===== src/rtl/fp_pkg.sv =====
// Shared definitions for the 8-bit floating-point divider: format widths,
// reserved exponent codes and the controller state encoding.
package fp_pkg;

  localparam int EXP_W = 4;
  localparam int MAN_W = 3;
  localparam int BIAS  = 7;

  // Exponent 0000 encodes zero (mantissa ignored); 1111 is the saturated
  // code used for divide-by-zero and overflow results.
  localparam logic [EXP_W-1:0] EXP_ZERO = '0;
  localparam logic [EXP_W-1:0] EXP_INF  = '1;

  typedef enum logic [1:0] {
    ST_IDLE,
    ST_DIV,
    ST_DONE
  } state_t;

endpackage


===== src/rtl/div_step.sv =====
// One restoring-division iteration: compare remainder against divisor,
// emit a quotient bit and produce the shifted next remainder.
module div_step #(
  parameter int RW = fp_pkg::MAN_W + 2
) (
  input  logic [RW-1:0] r,
  input  logic [RW-1:0] my,
  output logic          qbit,
  output logic [RW-1:0] r_next
);

  logic [RW-1:0] diff;

  // The remainder is always below 2*MY, so the shifted value fits in RW bits.
  always_comb begin
    qbit   = (r >= my);
    diff   = r - my;
    r_next = qbit ? (diff << 1) : (r << 1);
  end

endmodule


===== src/rtl/fp_div8.sv =====
// Multi-cycle floating-point divider for {sign, exp, man} operands with a
// hidden leading one, truncating quotient and saturating exponent range.
module fp_div8 #(
  parameter int EXP_W = fp_pkg::EXP_W,
  parameter int MAN_W = fp_pkg::MAN_W,
  parameter int BIAS  = fp_pkg::BIAS
) (
  input  logic                   clk,
  input  logic                   rst_n,
  input  logic                   in_valid,
  output logic                   in_ready,
  input  logic [EXP_W+MAN_W:0]   x,
  input  logic [EXP_W+MAN_W:0]   y,
  output logic                   out_valid,
  input  logic                   out_ready,
  output logic [EXP_W+MAN_W:0]   z,
  output logic                   of,
  output logic                   dz
);

  import fp_pkg::*;

  localparam int W  = EXP_W + MAN_W + 1;
  localparam int RW = MAN_W + 2;
  localparam int EW = EXP_W + 2;

  localparam logic [2:0]           LAST_ITER = 3'(RW - 1);
  localparam logic signed [EW-1:0] E_MIN     = EW'(1);
  localparam logic signed [EW-1:0] E_MAX     = EW'((1 << EXP_W) - 2);
  localparam logic signed [EW-1:0] E_BIAS    = EW'(BIAS);

  state_t            state_reg;
  logic [2:0]        cnt_reg;
  logic              sign_reg;
  logic [EXP_W-1:0]  xe_reg;
  logic [EXP_W-1:0]  ye_reg;
  logic [RW-1:0]     r_reg;
  logic [RW-1:0]     my_reg;
  logic [RW-2:0]     q_reg;
  logic [W-1:0]      z_reg;
  logic              of_reg;
  logic              dz_reg;
  logic              in_ready_reg;
  logic              out_valid_reg;

  logic              sign_in;
  logic [EXP_W-1:0]  xe_in;
  logic [EXP_W-1:0]  ye_in;
  logic [MAN_W-1:0]  xm_in;
  logic [MAN_W-1:0]  ym_in;

  assign sign_in = x[W-1] ^ y[W-1];
  assign xe_in   = x[W-2:MAN_W];
  assign ye_in   = y[W-2:MAN_W];
  assign xm_in   = x[MAN_W-1:0];
  assign ym_in   = y[MAN_W-1:0];

  logic              step_bit;
  logic [RW-1:0]     step_r;

  div_step #(
    .RW(RW)
  ) u_step (
    .r      (r_reg),
    .my     (my_reg),
    .qbit   (step_bit),
    .r_next (step_r)
  );

  logic [RW-1:0]         q_final;
  logic signed [EW-1:0]  e_base;
  logic signed [EW-1:0]  e_norm;
  logic [MAN_W-1:0]      man_norm;
  logic [W-1:0]          z_norm;
  logic                  of_norm;

  // Normalisation sees the final quotient bit combinationally so the result
  // is registered on the same edge as the last iteration.
  always_comb begin
    q_final = {q_reg, step_bit};
    e_base  = $signed({2'b00, xe_reg}) - $signed({2'b00, ye_reg}) + E_BIAS;
    if (q_final[RW-1]) begin
      man_norm = q_final[RW-2:1];
      e_norm   = e_base;
    end else begin
      man_norm = q_final[RW-3:0];
      e_norm   = e_base - E_MIN;
    end
    if (e_norm > E_MAX) begin
      z_norm  = {sign_reg, EXP_INF, {MAN_W{1'b0}}};
      of_norm = 1'b1;
    end else if (e_norm < E_MIN) begin
      z_norm  = {sign_reg, {(W-1){1'b0}}};
      of_norm = 1'b1;
    end else begin
      z_norm  = {sign_reg, e_norm[EXP_W-1:0], man_norm};
      of_norm = 1'b0;
    end
  end

  always_ff @(posedge clk or negedge rst_n) begin
    if (!rst_n) begin
      state_reg     <= ST_IDLE;
      cnt_reg       <= '0;
      sign_reg      <= 1'b0;
      xe_reg        <= '0;
      ye_reg        <= '0;
      r_reg         <= '0;
      my_reg        <= '0;
      q_reg         <= '0;
      z_reg         <= '0;
      of_reg        <= 1'b0;
      dz_reg        <= 1'b0;
      in_ready_reg  <= 1'b1;
      out_valid_reg <= 1'b0;
    end else begin
      case (state_reg)
        ST_IDLE: begin
          if (in_valid) begin
            sign_reg     <= sign_in;
            xe_reg       <= xe_in;
            ye_reg       <= ye_in;
            r_reg        <= {1'b0, 1'b1, xm_in};
            my_reg       <= {1'b0, 1'b1, ym_in};
            q_reg        <= '0;
            cnt_reg      <= '0;
            in_ready_reg <= 1'b0;
            // A zero divisor wins over a zero dividend.
            if (ye_in == EXP_ZERO) begin
              z_reg         <= {sign_in, EXP_INF, {MAN_W{1'b0}}};
              of_reg        <= 1'b0;
              dz_reg        <= 1'b1;
              out_valid_reg <= 1'b1;
              state_reg     <= ST_DONE;
            end else if (xe_in == EXP_ZERO) begin
              z_reg         <= {sign_in, {(W-1){1'b0}}};
              of_reg        <= 1'b0;
              dz_reg        <= 1'b0;
              out_valid_reg <= 1'b1;
              state_reg     <= ST_DONE;
            end else begin
              state_reg     <= ST_DIV;
            end
          end
        end
        ST_DIV: begin
          r_reg   <= step_r;
          q_reg   <= q_final[RW-2:0];
          cnt_reg <= cnt_reg + 3'd1;
          if (cnt_reg == LAST_ITER) begin
            z_reg         <= z_norm;
            of_reg        <= of_norm;
            dz_reg        <= 1'b0;
            out_valid_reg <= 1'b1;
            state_reg     <= ST_DONE;
          end
        end
        ST_DONE: begin
          if (out_ready) begin
            out_valid_reg <= 1'b0;
            in_ready_reg  <= 1'b1;
            state_reg     <= ST_IDLE;
          end
        end
        default: begin
          out_valid_reg <= 1'b0;
          in_ready_reg  <= 1'b1;
          state_reg     <= ST_IDLE;
        end
      endcase
    end
  end

  assign in_ready  = in_ready_reg;
  assign out_valid = out_valid_reg;
  assign z         = z_reg;
  assign of        = of_reg;
  assign dz        = dz_reg;

endmodule


===== config.mk =====
export PLATFORM = sky130hd
export DESIGN_NAME = fp_div8
export DESIGN_NICKNAME = d
export VERILOG_FILES = /design/src/rtl/fp_pkg.sv /design/src/rtl/div_step.sv /design/src/rtl/fp_div8.sv
export SDC_FILE = /design/constraint.sdc
export NUM_CORES = 1
export LEC_CHECK = 0
export CAP_MARGIN = 20
export CELL_PAD_IN_SITES_DETAIL_PLACEMENT = 0
export CELL_PAD_IN_SITES_GLOBAL_PLACEMENT = 2
export CORE_UTILIZATION = 31
export DETAILED_ROUTE_END_ITERATION = 7
export GPL_TIMING_DRIVEN = 0
export PLACE_DENSITY_LB_ADDON = 0.1
export SKIP_LAST_GASP = 1
export SLEW_MARGIN = 5
export SYNTH_ARGS = -nofsm -noshare
export SYNTH_HDL_FRONTEND = slang
export SYNTH_SLANG_ARGS = --single-unit

===== constraint.sdc =====
create_clock -name clk -period 2.9 [get_ports clk]
set_input_delay 0.29 -clock clk [delete_from_list [all_inputs] [get_ports clk]]
set_output_delay 0.29 -clock clk [all_outputs]
set_load 0.01 [all_outputs]

==> key figures, run 1 <==
Status
  • Status: finished, final reports clean

STA
  • Part of the cycle the worst path needs: 0.947
  • RSZ-0062 raised after global routing: no
  • Fmax: 0.364 GHz
  • Slew Viols, Final: 0
  • Clk_skew: 0.00859 ns
  • Min Tclk post-route: about 2.7 ns
  • Final hold slack: a little under 0.4 ns
  • Hold Vio Cnt, Final: 0
  • Slew headroom: 0.450
  • Final setup violation count: 0
  • Worst-Margin Slew: roughly 0.82 ns

Global route
  • Largest net degree at the start of global routing: 32
  • First-pass GRT wire length: just over 10000 um
  • Vias in the first global route: ~2000
  • GRT Util Overall: 0.162
  • Initial antenna violation count: 0
  • GRT overflow: 0

Clock tree
  • Clock root buffer: clkbuf_8
  • CTS tree: done
  • Clock slew at reported path FFs: 0.08 ns
  • Clock latency at the later pin of the worst-skew pair: about 0.30 ns
  • Total CTS buffers: 5
  • Longest Clk Path Bufs: 2
  • H-tree Lvls: 2
  • Clk sinks: 39

Critical path
  • CP Launch Type: register
  • Crit end category: register
  • RR Startpoint: xe_reg[0]
  • Crit path max-delay family: adder cells
  • FF-to-FF End: z[2]
  • Most frequent CP cell: inv_2
  • Worst path slowest cell: fa_1
  • FF-to-FF path depth: 13
  • WP data required: 3.14 ns
  • Largest stage delay, worst path: between 0.4 and 0.5 ns
  • Worst path arrival time: around 3.0 ns
  • Crit Path Class: register to register
  • R2R Setup Slk: ~0.15 ns
  • Buffers & Inverters on Critical Path: 5
  • Maximum fanout along the worst path: 6
  • CP Launch Point: xe_reg[0]
  • Crit path cell chain: inv_2 > ha_2 > inv_1 > fa_1 > inv_2 > ha_4 > buf_6 > xnor3_1 > a2bb2oi_4 > inv_2 > o21ai_4 > and3_4 > a32o_1

Cells and area
  • # diodes: 0
  • Max reg flops: 8
  • Fin nets: between 300 and 400
  • Area grow syn2layout: 31.4%
  • Share of cells above drive strength 1: 0.181

Synthesis
  • Seq cells post-synth: 39
  • Syn_area_per_cell: about 9.3 um2
  • Seq/Total Area, Yosys: 0.405
  • Post-synth EDFFs: 0
  • Synth cell count leaders: dfrtp_1 (38), nand2_1 (34), a21oi_1 (21), nor2_1 (21), o21ai_0 (21)
  • Area leader, netlist: dfrtp_1
  • Mapped Nets: 292
  • Ys flop type: dfrtp_1
  • Synth area leaders: dfrtp_1 (39%), ha_1 (6.2%), nand2_1 (5.3%)
  • Area share of the largest cell type after synthesis: 0.394
  • Area of the mapped netlist: between 0.002 and 0.0025 mm2
  • Cells after Synth: 258
  • Most frequent cell after synthesis: dfrtp_1
  • YS warnings: 0
  • Ys async rst share: 1.00
  • Synth cell types: 55

Detailed routing
  • Via count: 1990
  • Starting DRT DRC Count: 60
  • Final ANT Viol Nets: 0
  • Final wirelength: about 6000 um
  • DRC Markers: 0
  • Routed vias/inst: between 4 and 5
  • WL per Instance: about 15 um
  • Drt first pass iters: 4

Place
  • Final RePlAce weighted congestion: ~0.73
  • Dpl hpwl: 4490 um
  • I/O Buffers: 31

Die
  • CORE AREA: 0.00737 mm2
  • Rows: 31
  • Die Ht: about 90 um
  • Die footprint: ~0.0081 mm2
  • Die X: ~90 um
  • Initial core utilization: 0.327
  • I/O pin count: 32

Job
  • MaxCap Viol Count: 0

Hold path
  • HP Class: primary input to asynchronous set/reset pin
## cells by family after synthesis
kind of cell,synth area share
flops,0.405
buf+inv,0.0457
mux,0.0467
fa+ha+maj,0.0835
simple gates,0.169
compound gates,0.194
xor+xnor,0.0560
## through the flow
stage / util / setup slack (ns) / cell area (um2) / instances / TNS (ns)
finish: 0.430 / 0.153 / 3170 / 403 / 0
global route: 0.430 / 0.000736 / 3170 / 403 / 0
CTS: 0.408 / 0.00711 / 3010 / 398 / 0
detailed placement: 0.388 / -0.119 / 2860 / 389 / -0.439
global placement: 0.386 / -0.113 / 2850 / 388 / -0.456
floorplan: - / 0.183 / 2410 / 258 / 0
## area by class of cell
cell class | count | area (um2)
plain buffers | 9 | 48.8
clock buffers | 6 | 82.6
clock inverters | 2 | 35.0
fillers | 774 | 4200
inverters | 18 | 67.6
multi-input cells | 192 | 1460
flip-flops and latches | 39 | 977
well taps | 99 | 124
repair buffers | 38 | 373
## metal layers
layer / track usage / up-vias / share of wire
li1: - / 1002 / -
met1: 0.210 / 966 / 0.47
met2: 0.276 / 17 / 0.50
met3: 0.0330 / 5 / 0.021
met4: 0.0403 / 0 / 0.011
met5: 0 / - / 0
## timing repair
action / in CTS / in global routing
hold buffers: 1 / 0
pin swaps: 1 / 9
endpoints found under the setup margin: 6 / 8
hold endpoints to repair: 8 / 0
gates resized for setup: 3 / 24
setup buffers: 0 / 5
## layout by cell type, fill, tap and decap left out, types with 4 or more instances in the layout
cell,instances
clkbuf_8,6
o21ai_0,21
nand2b_1,4
mux2_2,7
xnor2_1,4
buf_4,5
clkbuf_1,7
nor2_1,21
nor2b_1,4
clkdlybuf4s50_1,30
a21oi_1,20
ha_1,10
nand2_1,33
dfrtp_1,38
inv_1,15
xor2_1,4
## how the worst max path moves through the flow
stage                       to  depth (start not counted)
after floorplan             of                         12
after global placement      of                         11
after detailed placement    of                         11
after CTS                   of                         11
after global routing      z[2]                         13
final                     z[2]                         13
Power of run 1 is not shown: default switching activity piles up to over one toggle a cycle in this logic, so the estimate is an artifact.
==> inputs of run 2 (changes only) <==
--- a/config.mk
+++ b/config.mk
@@ -17,3 +17,4 @@
 export SYNTH_ARGS = -nofsm -noshare
 export SYNTH_HDL_FRONTEND = slang
 export SYNTH_SLANG_ARGS = --single-unit
+export TNS_END_PERCENT = 5
==> run 2 against run 1 <==
  * Final area shrank 0.24%
  * Setup slack got worse by 0.0095 ns
  * Critical path depth down 2
  * Via count shrank 0.45%
  * Critical path type unchanged
  * Flip-flop and latch count did not move
  * Hold slack barely moved
  * Largest cell class unchanged
  * Critical endpoint is now z[4]
  * First-iteration DRC count grew 3.3%
  * Register-to-register slack about the same
  * Global-route usage unchanged
  * Cell count is the same
  * Routed wire length down 0.43%
  * Core utilization shrank 0.10 points
==> key figures, run 2 (synthesis results as in run 1) <==
STA
  • Clk_skew: 0.00851 ns (-0.0000754 ns)
  • Fmax: 0.363 GHz (-0.35%)
  • Worst-Margin Slew: 0.819 ns (+0.00137 ns)
  • Hold Vio Cnt, Final: 0 (unchanged)
  • Slew headroom: 0.449 (-0.000924)
  • Min Tclk post-route: 2.76 ns (+0.00953 ns)
  • Part of the cycle the worst path needs: 0.951 (+0.00329)
  • RSZ-0062 raised after global routing: yes
  • Slew Viols, Final: 0 (unchanged)
  • Final setup violation count: 0 (unchanged)

Detailed routing
  • Final ANT Viol Nets: 0 (unchanged)
  • Drt first pass iters: 4 (unchanged)
  • Final wirelength: 6050 um (-0.43%)
  • Routed vias/inst: 4.92 (-0.45%)
  • DRC Markers: 0 (unchanged)
  • WL per Instance: 15.0 um (-0.43%)
  • Via count: 1981 (-0.45%)
  • Starting DRT DRC Count: 62 (+3.3%)

Critical path
  • Crit end category: register
  • Most frequent CP cell: inv_1
  • Crit path cell chain: inv_1 > ha_2 > inv_1 > fa_1 > inv_2 > ha_1 > nor2b_4 > maj3_2 > o311a_4 > a21oi_2 > o221ai_1
  • CP Launch Type: register
  • Largest stage delay, worst path: 0.53 ns (+0.05 ns)
  • Crit Path Class: register to register
  • WP data required: 3.06 ns (-0.08 ns)
  • Maximum fanout along the worst path: 6 (unchanged)
  • Worst path slowest cell: fa_1
  • Worst path arrival time: 2.91 ns (-0.08 ns)

Die
  • Die Ht: 90.2 um (unchanged)
  • Die footprint: 0.00813 mm2 (unchanged)
  • Rows: 31 (unchanged)
  • CORE AREA: 0.00737 mm2 (unchanged)
  • I/O pin count: 32 (unchanged)
  • Die X: 90.2 um (unchanged)
  • Initial core utilization: 0.327 (unchanged)

Clock tree
  • Clock slew at reported path FFs: 0.08 ns (about the same)
  • CTS tree: done
  • Clock root buffer: clkbuf_8
  • Total CTS buffers: 5 (unchanged)
  • Clk sinks: 39 (unchanged)
  • H-tree Lvls: 2 (unchanged)
  • Longest Clk Path Bufs: 2 (unchanged)
  • Clock latency at the later pin of the worst-skew pair: 0.30 ns (about the same)

Cells and area
  • Area grow syn2layout: 31.1%
  • Commonest non-fill, non-tap cell in the layout: dfrtp_1
  • # diodes: 0 (unchanged)
  • Fin area: 0.00316 mm2 (-0.24%)
  • Fill cells: 778 (+0.52%)
  • Fin nets: 337 (unchanged)
  • Most frequent cells in the layout: dfrtp_1 (38), nand2_1 (33), clkdlybuf4s50_1 (30)
  • Max reg flops: 8 (unchanged)
  • Share of cells above drive strength 1: 0.174 (-0.00658)

Global route
  • First-pass GRT wire length: 10300 um (about the same)
  • GRT overflow: 0 (unchanged)
  • GRT Util Overall: 0.162 (unchanged)
  • Initial antenna violation count: 0 (unchanged)
  • Largest net degree at the start of global routing: 32 (unchanged)
  • Vias in the first global route: 1997 (-0.35%)

Status
  • Status: finished, final reports clean

Place
  • Area after DPL: 0.00286 mm2 (unchanged)
  • Final RePlAce weighted congestion: 0.731 (unchanged)
  • I/O Buffers: 31 (unchanged)
  • Dpl hpwl: 4490 um (unchanged)

Job
  • MaxCap Viol Count: 0 (unchanged)

Hold path
  • HP Class: primary input to asynchronous set/reset pin
[run 2: cell counts in the layout (fill, tap and decap cells not counted)]
Identical to the previous run, type by type.
[run 2: final timing paths]
path | startpoint | end | slack [ns] | cells past startpoint
setup / recovery | xe_reg[0] | z[4] | 0.14 | 11
hold / removal | rst_n | r_reg[4] | 0.38 | 2
setup reg to reg | xe_reg[0] | z[4] | 0.14 | 11
hold reg to reg | my_reg[3] | my_reg[3] | 0.49 | 1
max in group asynchronous | rst_n | in_ready | 2.00 | 3
min in group clk | my_reg[3] | my_reg[3] | 0.49 | 1
[run 2: per-layer routing]
metal,track usage,wire length [um],vias to the layer above
met3,0.0330,127,5
met5,0,0,-
li1,-,-,1002
met1,0.211,2860,957
met4,0.0403,67,0
met2,0.275,2990,17
[run 2: layout make-up]
class / count / area, um2 / area share
Multi-Input combinational cell: 192 / 1450 / 0.460
Sequential cell: 39 / 977 / 0.309
Timing Repair Buffer: 38 / 373 / 0.118
Tap cell: 99 / 124 / 0.0392
Clock buffer: 6 / 82.6 / 0.0261
Inverter: 18 / 67.6 / 0.0214
Buffer: 9 / 48.8 / 0.0154
Clock inverter: 2 / 35.0 / 0.0111
[run 2: critical path, delay by kind of cell (launching register included)]
| family | cells | cell delay (ns) |
|---|---|---|
| adder cells (fa/ha/maj) | 4 | 1.23 |
| AO/OA/AOI/OAI | 3 | 0.68 |
| flip-flops | 1 | 0.36 |
| buffers and inverters | 3 | 0.18 |
| AND/OR/NAND/NOR | 1 | 0.15 |
[run 2: timing repair]
item	in CTS	in global routing
resized for setup	1	24
pin swaps	1	8
hold buffers	1	0
buffers inserted	0	5
setup endpoints to repair	6	8
endpoints found under the hold margin	8	0
[run 2: stage by stage]
| stage | hold WS, ns | TNS (ns) | instances | util | worst slack (ns) |
|---|---|---|---|---|---|
| floorplan | -0.00559 | 0 | 258 | - | 0.183 |
| global placement | 0.457 | -0.456 | 388 | 0.386 | -0.113 |
| detailed placement | 0.177 | -0.439 | 389 | 0.388 | -0.119 |
| CTS | 0.384 | -0.256 | 398 | 0.406 | -0.0674 |
| global route | 0.403 | -0.0110 | 403 | 0.429 | -0.00750 |
| finish | 0.384 | 0 | 403 | 0.429 | 0.143 |
Power of run 2 is left out for the same reason.
==> inputs of run 3 (changes only) <==
--- a/config.mk
+++ b/config.mk
@@ -5,10 +5,11 @@
 export SDC_FILE = /design/constraint.sdc
 export NUM_CORES = 1
 export LEC_CHECK = 0
+export ABC_AREA = 1
 export CAP_MARGIN = 20
 export CELL_PAD_IN_SITES_DETAIL_PLACEMENT = 0
 export CELL_PAD_IN_SITES_GLOBAL_PLACEMENT = 2
-export CORE_UTILIZATION = 31
+export CORE_UTILIZATION = 29
 export DETAILED_ROUTE_END_ITERATION = 7
 export GPL_TIMING_DRIVEN = 0
 export PLACE_DENSITY_LB_ADDON = 0.1
==> run 3 against run 2 <==
  * First-iteration DRC count grew 18%
  * Die area grew 2.8%
  * Critical path depth grew 5
  * Via count grew 0.35%
  * Highest routed layer unchanged
==> key figures, run 3 <==
Status
  • Status: finished, final reports clean

Detailed routing
  • DRC Markers: 0 (unchanged)
  • Drt first pass iters: 4 (unchanged)
  • Starting DRT DRC Count: 73 (+18%)
  • Routed met2 length: 2520 um (-16%)
  • Final wirelength: 5410 um (-11%)
  • DR WL met3: 111 um (-13%)
  • Via count: 1988 (+0.35%)
  • Metal-1 WL: 2690 um (-5.8%)
  • Routed vias/inst: 4.48 (-8.9%)
  • Top sig layer: met4
  • WL per Instance: 12.2 um (-19%)
  • Final ANT Viol Nets: 0 (unchanged)

Cells and area
  • Commonest non-fill, non-tap cell in the layout: nand2_1
  • Most frequent cells in the layout: nand2_1 (79), inv_1 (45), dfrtp_1 (38)
  • Fin area: 0.00292 mm2 (-7.8%)
  • Fill cells: 827 (+6.3%)
  • Share of cells above drive strength 1: 0.0702 (-0.104)
  • Fin cells: 444 (+10%)
  • Area grow syn2layout: 25.7%
  • # diodes: 0 (unchanged)
  • Final Util: 0.377 (-0.0518)
  • Area of the multi-input gates: 0.00114 mm2 (-21%)
  • Max reg flops: 8 (unchanged)
  • Flip-flop and latch area: 977 um2 (unchanged)
  • Fin nets: 375 (+11%)

STA
  • Clk_skew: 0.00768 ns (-0.000827 ns)
  • Part of the cycle the worst path needs: 0.896 (-0.0547)
  • Min Tclk post-route: 2.60 ns (-0.159 ns)
  • Hold Vio Cnt, Final: 0 (unchanged)
  • Worst-Margin Slew: 0.517 ns (-0.302 ns)
  • Slew headroom: 0.655 (+0.207)
  • Final setup violation count: 0 (unchanged)
  • Fmax: 0.385 GHz (+6.1%)
  • Setup TNS: 0 ns (unchanged)
  • RSZ-0062 raised after global routing: no
  • Slew Viols, Final: 0 (unchanged)

Place
  • I/O Buffers: 31 (unchanged)
  • Area after DPL: 0.00277 mm2 (-3.1%)
  • Dpl hpwl: 4270 um (-4.9%)
  • Post-Place Cells: 435 (+12%)
  • Final RePlAce weighted congestion: 0.716 (-2.0%)

Clock tree
  • Longest Clk Path Bufs: 2 (unchanged)
  • H-tree Lvls: 2 (unchanged)
  • Clock latency at the later pin of the worst-skew pair: 0.29 ns (about the same)
  • Total CTS buffers: 5 (unchanged)
  • CTS tree: done
  • Clock root buffer: clkbuf_8
  • Postcts setup bufs: 0 (unchanged)
  • Clock slew at reported path FFs: 0.08 ns (about the same)
  • Clk sinks: 39 (unchanged)

Critical path
  • FF-to-FF End: z[3]
  • CP Launch Type: register
  • RR Startpoint: xe_reg[0]
  • Maximum fanout along the worst path: 4 (-2)
  • Worst path arrival time: 2.81 ns (-0.10 ns)
  • Crit Path Class: register to register
  • Crit end category: register
  • R2R Setup Slk: 0.30 ns (+0.16 ns)
  • FF-to-FF path depth: 16 (+5)
  • WP data required: 3.11 ns (+0.05 ns)

Global route
  • Vias in the first global route: 2021 (+1.2%)
  • Largest net degree at the start of global routing: 25 (-22%)
  • First-pass GRT wire length: 9540 um (-7.1%)
  • GRT overflow: 0 (unchanged)
  • GRT Util Overall: 0.144 (-0.0179)
  • Initial antenna violation count: 0 (unchanged)

Synthesis
  • Synth cell count leaders: nand2_1 (79), inv_1 (45), dfrtp_1 (38)
  • Synth cell types: 34 (-38%)
  • Synth area leaders: dfrtp_1 (41%), nand2_1 (13%), inv_1 (7.3%)
  • Ys async rst share: 1.00 (unchanged)
  • Ys flop type: dfrtp_1
  • Syn_area_per_cell: 7.71 um2 (-18%)
  • Most frequent cell after synthesis: nand2_1
  • Cells after Synth: 301 (+17%)
  • Seq/Total Area, Yosys: 0.421 (+0.0160)
  • Area of the mapped netlist: 0.00232 mm2 (-3.8%)
  • Area share of the largest cell type after synthesis: 0.410 (+0.0155)
  • Post-synth EDFFs: 0 (unchanged)
  • Seq cells post-synth: 39 (unchanged)
  • Area leader, netlist: dfrtp_1
  • Mapped Nets: 335 (+15%)
  • YS warnings: 0 (unchanged)

Die
  • CORE AREA: 0.00773 mm2 (+4.9%)
  • I/O pin count: 32 (unchanged)
  • Die Ht: 91.4 um (+1.4%)
  • Rows: 32 (+3.2%)
  • Die X: 91.4 um (+1.4%)
  • Die footprint: 0.00836 mm2 (+2.8%)
  • Initial core utilization: 0.300 (-0.0270)

Hold path
  • HP Class: primary input to asynchronous set/reset pin

Job
  • MaxCap Viol Count: 0 (unchanged)
## run 3: cell types whose count changed after synthesis, moves of 4 or more
cell / previous run / this run
o21ai_0: 21 / 27
nand4_1: 1 / 7
inv_1: 18 / 45
and3_1: 4 / 0
nand2b_1: 4 / 0
nand2_1: 34 / 79
xnor2_1: 7 / 2
nor2b_1: 4 / 0
a21oi_1: 21 / 11
mux2_2: 7 / 0
nand3_1: 3 / 16
## run 3: layout make-up
type	instances	share of cell area
inverter	48	0.0618
tap	102	0.0438
multi-input combinational	209	0.392
timing repair buffer	33	0.115
buffer	5	0.00644
clock inverter	2	0.0206
sequential	39	0.335
clock buffer	6	0.0249
## run 3: kinds of logic (layout without fill, tap and decap cells)
| kind of cell | after synthesis | count (layout) | synth area share |
|---|---|---|---|
| compound gates | 48 | 48 | 0.115 |
| xor+xnor | 4 | 4 | 0.0151 |
| fa+ha+maj | 14 | 14 | 0.0820 |
| buf+inv | 53 | 94 | 0.0858 |
| flops | 39 | 39 | 0.421 |
| simple gates | 143 | 143 | 0.280 |
## run 3: metal layers
layer  up-vias  track usage
met1       915        0.186
met4         0       0.0476
li1       1045            -
met2        22        0.242
met3         6       0.0260
met5         -            0
## run 3: critical path: stages (launching register included)
cell and delay [ns]:
dfrtp_1 0.38, inv_1 0.05, ha_1 0.13, inv_1 0.05, fa_1 0.48, inv_1 0.06
ha_1 0.32, nand2_1 0.07, nand3b_1 0.17, nand3b_4 0.17, nand2_2 0.08, nand3_1 0.07
nand2_1 0.13, nand2_2 0.09, nand2_1 0.06, nand2_1 0.05, a21oi_1 0.15
## run 3: worst max path at each step
stage	from	cells after the start	endpoint
2_1_floorplan	xe_reg[0]	15	z[5]
3_3_place_gp	xe_reg[0]	16	z[2]
3_5_place_dp	xe_reg[0]	16	z[3]
4_1_cts	xe_reg[0]	16	z[3]
5_1_grt	xe_reg[0]	16	of
6_report	xe_reg[0]	16	z[3]
## run 3: through the flow
stage,hold WS [ns],setup WS [ns]
after global routing,0.474,0.0223
after CTS,0.455,0.264
final,0.454,0.302
after detailed placement,0.243,0.283
after floorplan,-0.00559,0.517
after global placement,0.446,0.267
## run 3: timing repair
item | CTS | global route
gates resized for setup | 0 | 0
hold buffers | 1 | 0
endpoints found under the hold margin | 14 | 0
Power of run 3 is left out for the same reason.
==> RTL change 1: new RTL, settings of run 2 <==
Encoding of `state_t`: now one-hot (3 bits for 3 states).
--- a/src/rtl/fp_pkg.sv
+++ b/src/rtl/fp_pkg.sv
@@ -13,6 +13,6 @@
 
-  typedef enum logic [1:0] {
-    ST_IDLE,
-    ST_DIV,
-    ST_DONE
+  typedef enum logic [2:0] {
+    ST_IDLE = 3'b001,
+    ST_DIV  = 3'b010,
+    ST_DONE = 3'b100
   } state_t;
Formal check against the unedited RTL: no difference found for any inputs over 10 cycles, from zero or initial values and one cycle with rst_n low; not proved beyond that.
==> RTL change 1 against run 2 <==
- first-iteration DRC count decreased by 9.7%
- highest routed layer unchanged
- sequential share of layout area is 2.1 points higher
- final area is 3.8% lower
- core utilization down 1.2 points
- setup slack worse by 0.015 ns
- area after synthesis down 2.9%
- die area is 2.8% lower
- wire length shrank 6.4%
- global-route usage shrank 0.46 points
- sequential cell count grew 1
- critical endpoint is now z[2]$_DFFE_PN0P_
Power is not shown: default switching activity piles up to over one toggle a cycle in this logic, so the estimate is an artifact.
==> RTL change 1: results (changes against run 2) <==
** STA
- The final worst-path cycle share was 95.6% (was 95.1%).
- Slew at the pin with the worst max-slew slack :: 0.905 ns (was 0.819 ns)
- Worst hold slack :: 0.383 ns (was 0.384 ns)

** Setup path
- Reg2Reg Setup Slack :: 0.13 ns (was 0.14 ns)
- The largest fanout of any net on the critical path was 4 (was 6).
- The capturing point of the worst reg2reg path is z[2]$_DFFE_PN0P_ (was z[4]$_DFFE_PN0P_).

** Final layout
- Register cell area after layout :: 0.00100 mm^2 (was 977 um^2)
- Number of logic inverters in the finished layout :: 15 (was 18)
- The area of the multi-input gates is 0.00136 mm^2 (was 0.00145 mm^2).
- Final standard cell count with taps included and fillers excluded :: 391 (was 403)
- Area grow syn2layout :: 29.8% (was 31.1%)
- The number of nets at the end of the flow was 325 (was 337).
- Clock network area share :: 2.96% (was 3.72%)
- Fraction of final layout cells sized beyond drive strength 1 :: 15.8% (was 17.4%)
- The number of fill cells is 746 (was 778).

** Placement
- The placer congestion estimate came to 0.717 (was 0.731).
- Worst setup timing slack at the placement stage :: -0.190 ns (was -0.119 ns)
- The number of placed instances with taps included came to 377 (was 389).
- The placed wire-length estimate was 4190 um (was 4490 um).

** Detailed routing
- The number of vias in the routed layout came to 1,879 (was 1,981).

** Synth
- Number of distinct library cells after synthesis :: 49 (was 55)
- The number of instances in the synthesized netlist came to 246 (was 258).
- The post-synthesis net count came to 280 (was 292).
- The portion of the post-synthesis area used by sequential elements came to 42.8% (was 40.5%).

** Clocking
- The number of cells upsized or downsized after cts came to 9 (was 1).

** Floorplanning
- The die area was 0.00791 mm^2 (was 0.00813 mm^2).

** Global route
- Overall Global Routing Usage :: 15.8% (was 16.2%)

** Outcome
- Run status :: complete, no violations (unchanged)
-- RTL change 1: cell count changes after synthesis, moves of 3 or more --
cell | run 2 | this run
sky130_fd_sc_hd__a21oi_1 | 21 | 16
sky130_fd_sc_hd__and3_1 | 4 | 0
sky130_fd_sc_hd__nor2_1 | 21 | 17
sky130_fd_sc_hd__a21o_1 | 0 | 3
sky130_fd_sc_hd__inv_1 | 18 | 15
sky130_fd_sc_hd__nand2_1 | 34 | 31
sky130_fd_sc_hd__nor3_1 | 2 | 5
-- RTL change 1: worst max-delay path by stage --
stage	start	to
final	xe_reg[0]$_DFFE_PN0P_	z[2]$_DFFE_PN0P_
after global routing	xe_reg[0]$_DFFE_PN0P_	z[2]$_DFFE_PN0P_
after CTS	xe_reg[0]$_DFFE_PN0P_	z[6]$_DFFE_PN0P_
after detailed placement	xe_reg[0]$_DFFE_PN0P_	z[1]$_DFFE_PN0P_
after global placement	xe_reg[0]$_DFFE_PN0P_	z[1]$_DFFE_PN0P_
after floorplan	xe_reg[0]$_DFFE_PN0P_	z[0]$_DFFE_PN0P_
-- RTL change 1: metal layers --
layer  vias to the layer above  share of wire (%)  global-route usage [%]
li1                        956                  -                       -
met1                       883                 52                    21.8
met2                        38                 44                    25.5
met3                         2                3.6                    3.14
met4                         0               0.48                    3.52
met5                         -                  0                       0
-- RTL change 1: cell families after synthesis --
| logic type | count (synthesis) | synth area share (%) |
|---|---|---|
| flops | 40 | 42.8 |
| compound gates | 64 | 17.8 |
| simple gates | 81 | 17.0 |
| fa+ha+maj | 15 | 8.60 |
| buf+inv | 24 | 3.85 |
| mux | 12 | 5.56 |
| xor+xnor | 10 | 4.33 |
==> RTL change 2: new RTL, settings of run 2 <==
Made on the original files. Set the package constant `MAN_W` to 5 (it was 3).
--- a/src/rtl/fp_pkg.sv
+++ b/src/rtl/fp_pkg.sv
@@ -5,3 +5,3 @@
   localparam int EXP_W = 4;
-  localparam int MAN_W = 3;
+  localparam int MAN_W = 5;
   localparam int BIAS  = 7;
Interface: changed (resized x, y and z); port bits go from 32 to 38. The function was not compared with the original's and may differ.
==> RTL change 2 against run 2 <==
- die area is 13% higher
- area after synthesis up 13%
- sequential share of layout area up 2.8 points
- global-route usage down 0.65 points
- sequential cell count up 8
- wire length is 9.9% higher
- cell count increased by 9.4%
- non-clock buffer count is 10 higher
- final area increased by 11%
- setup slack worse by 0.050 ns
- critical path type unchanged
- count of clock-buffer cells in the layout grew 1
- critical endpoint is now z[3]$_DFFE_PN0P_
Power is not shown: default switching activity piles up to over one toggle a cycle in this logic, so the estimate is an artifact.
==> RTL change 2: results (changes against run 2) <==
** Outcome
- Run status: complete, no violations (unchanged).

** Global route
- Global-route track usage on met1 :: 21.0% (was 21.1%)
- The met3 routing resource usage after global routing was 2.21% (was 3.30%).
- The wire length of the first global-routing pass is 10,800 um (was 10,300 um).
- The via count of the first global-routing pass is 2,106 (was 1,997).
- The global routing usage summed across all routing layers is 15.6% (was 16.2%).
- Largest net degree at the start of global routing :: 29 (was 32)

** Final layout
- Number of logic inverters in the finished layout :: 17 (was 18)
- The non-clock buffer count in the final layout is 57 (was 47).
- Clock network area share :: 3.04% (was 3.72%)
- The count of clock buffers in the final design was 7 (was 6).
- The area of the multi-input gates was 0.00151 mm^2 (was 0.00145 mm^2).
- The number of nets at the end of the flow was 375 (was 337).

** Synth
- Largest cells by area after synthesis :: sky130_fd_sc_hd__dfrtp_1, sky130_fd_sc_hd__ha_1, sky130_fd_sc_hd__nand2_1, sky130_fd_sc_hd__o21ai_0, sky130_fd_sc_hd__a21oi_1 (was sky130_fd_sc_hd__dfrtp_1, sky130_fd_sc_hd__ha_1, sky130_fd_sc_hd__nand2_1, sky130_fd_sc_hd__a21oi_1, sky130_fd_sc_hd__o21ai_0)
- Number of synthesized register bits :: 47 (was 39)
- Share of the yosys chip area belonging to registers :: 43.1% (was 40.5%)
- The distinct cell type count after synthesis was 52 (was 55).
- Most used standard cells in the synthesized netlist: sky130_fd_sc_hd__dfrtp_1, sky130_fd_sc_hd__nand2_1, sky130_fd_sc_hd__o21ai_0 (was sky130_fd_sc_hd__dfrtp_1, sky130_fd_sc_hd__nand2_1, sky130_fd_sc_hd__a21oi_1, sky130_fd_sc_hd__nor2_1, sky130_fd_sc_hd__o21ai_0).

** Detailed routing
- The detailed-routing iteration count for the pre-antenna-repair pass was 6 (was 4).
- The met2 routed wirelength is 3190 um (was 2990 um).

** Setup path
- The data arrival at the endpoint of the critical path came to 3.01 ns (was 2.91 ns).
- Reg2Reg Setup Slack :: 0.09 ns (was 0.14 ns)

** STA
- Slew at the pin with the worst max-slew slack :: 0.617 ns (was 0.819 ns)

** Min path
- Worst hold-check path type :: reg2reg (was in2async)

** Floorplanning
- Rows :: 33 (was 31)

** Placement
- Routability cong. :: 0.740 (was 0.731)
- The total cell area at the placement stage is 0.00325 mm^2 (was 0.00286 mm^2).
[RTL change 2: repair_timing]
action	4_1_cts	5_1_grt
pin swaps	4	11
buffers inserted	4	3
cloned	0	0
endpoints found under the hold margin	18	0
hold buffers	1	0
setup endpoints to repair	8	9
resized for setup	2	14
[RTL change 2: kinds of logic (layout without fill, tap and decap cells)]
family          Yosys count  after routing  synth area share (%)
xor+xnor                 12             12                  4.40
fa+ha+maj                17             17                  8.29
flops                    47             47                  43.1
compound gates           76             76                  18.7
buf+inv                  29             82                  4.35
simple gates             89             89                  15.7
mux                      13             13                  5.45
[RTL change 2: critical path: stages (launching register included)]
cell	delay, ns
sky130_fd_sc_hd__dfrtp_1	0.38
sky130_fd_sc_hd__inv_2	0.07
sky130_fd_sc_hd__ha_4	0.12
sky130_fd_sc_hd__inv_2	0.03
sky130_fd_sc_hd__fa_1	0.55
sky130_fd_sc_hd__inv_2	0.08
sky130_fd_sc_hd__ha_4	0.16
sky130_fd_sc_hd__nor2b_4	0.13
sky130_fd_sc_hd__maj3_2	0.33
sky130_fd_sc_hd__o311a_4	0.39
sky130_fd_sc_hd__and2_4	0.20
sky130_fd_sc_hd__o41ai_4	0.27
[RTL change 2: stage by stage]
step / instances / util [%] / worst slack, ns / hold WS [ns]
floorplan: 283 / - / 0.0859 / -0.00559
global placement: 425 / 38.6 / -0.222 / 0.460
detailed placement: 426 / 38.8 / -0.208 / 0.290
CTS: 439 / 40.5 / -0.00844 / 0.493
global route: 441 / 41.7 / -0.0271 / 0.509
finish: 441 / 41.7 / 0.0937 / 0.489
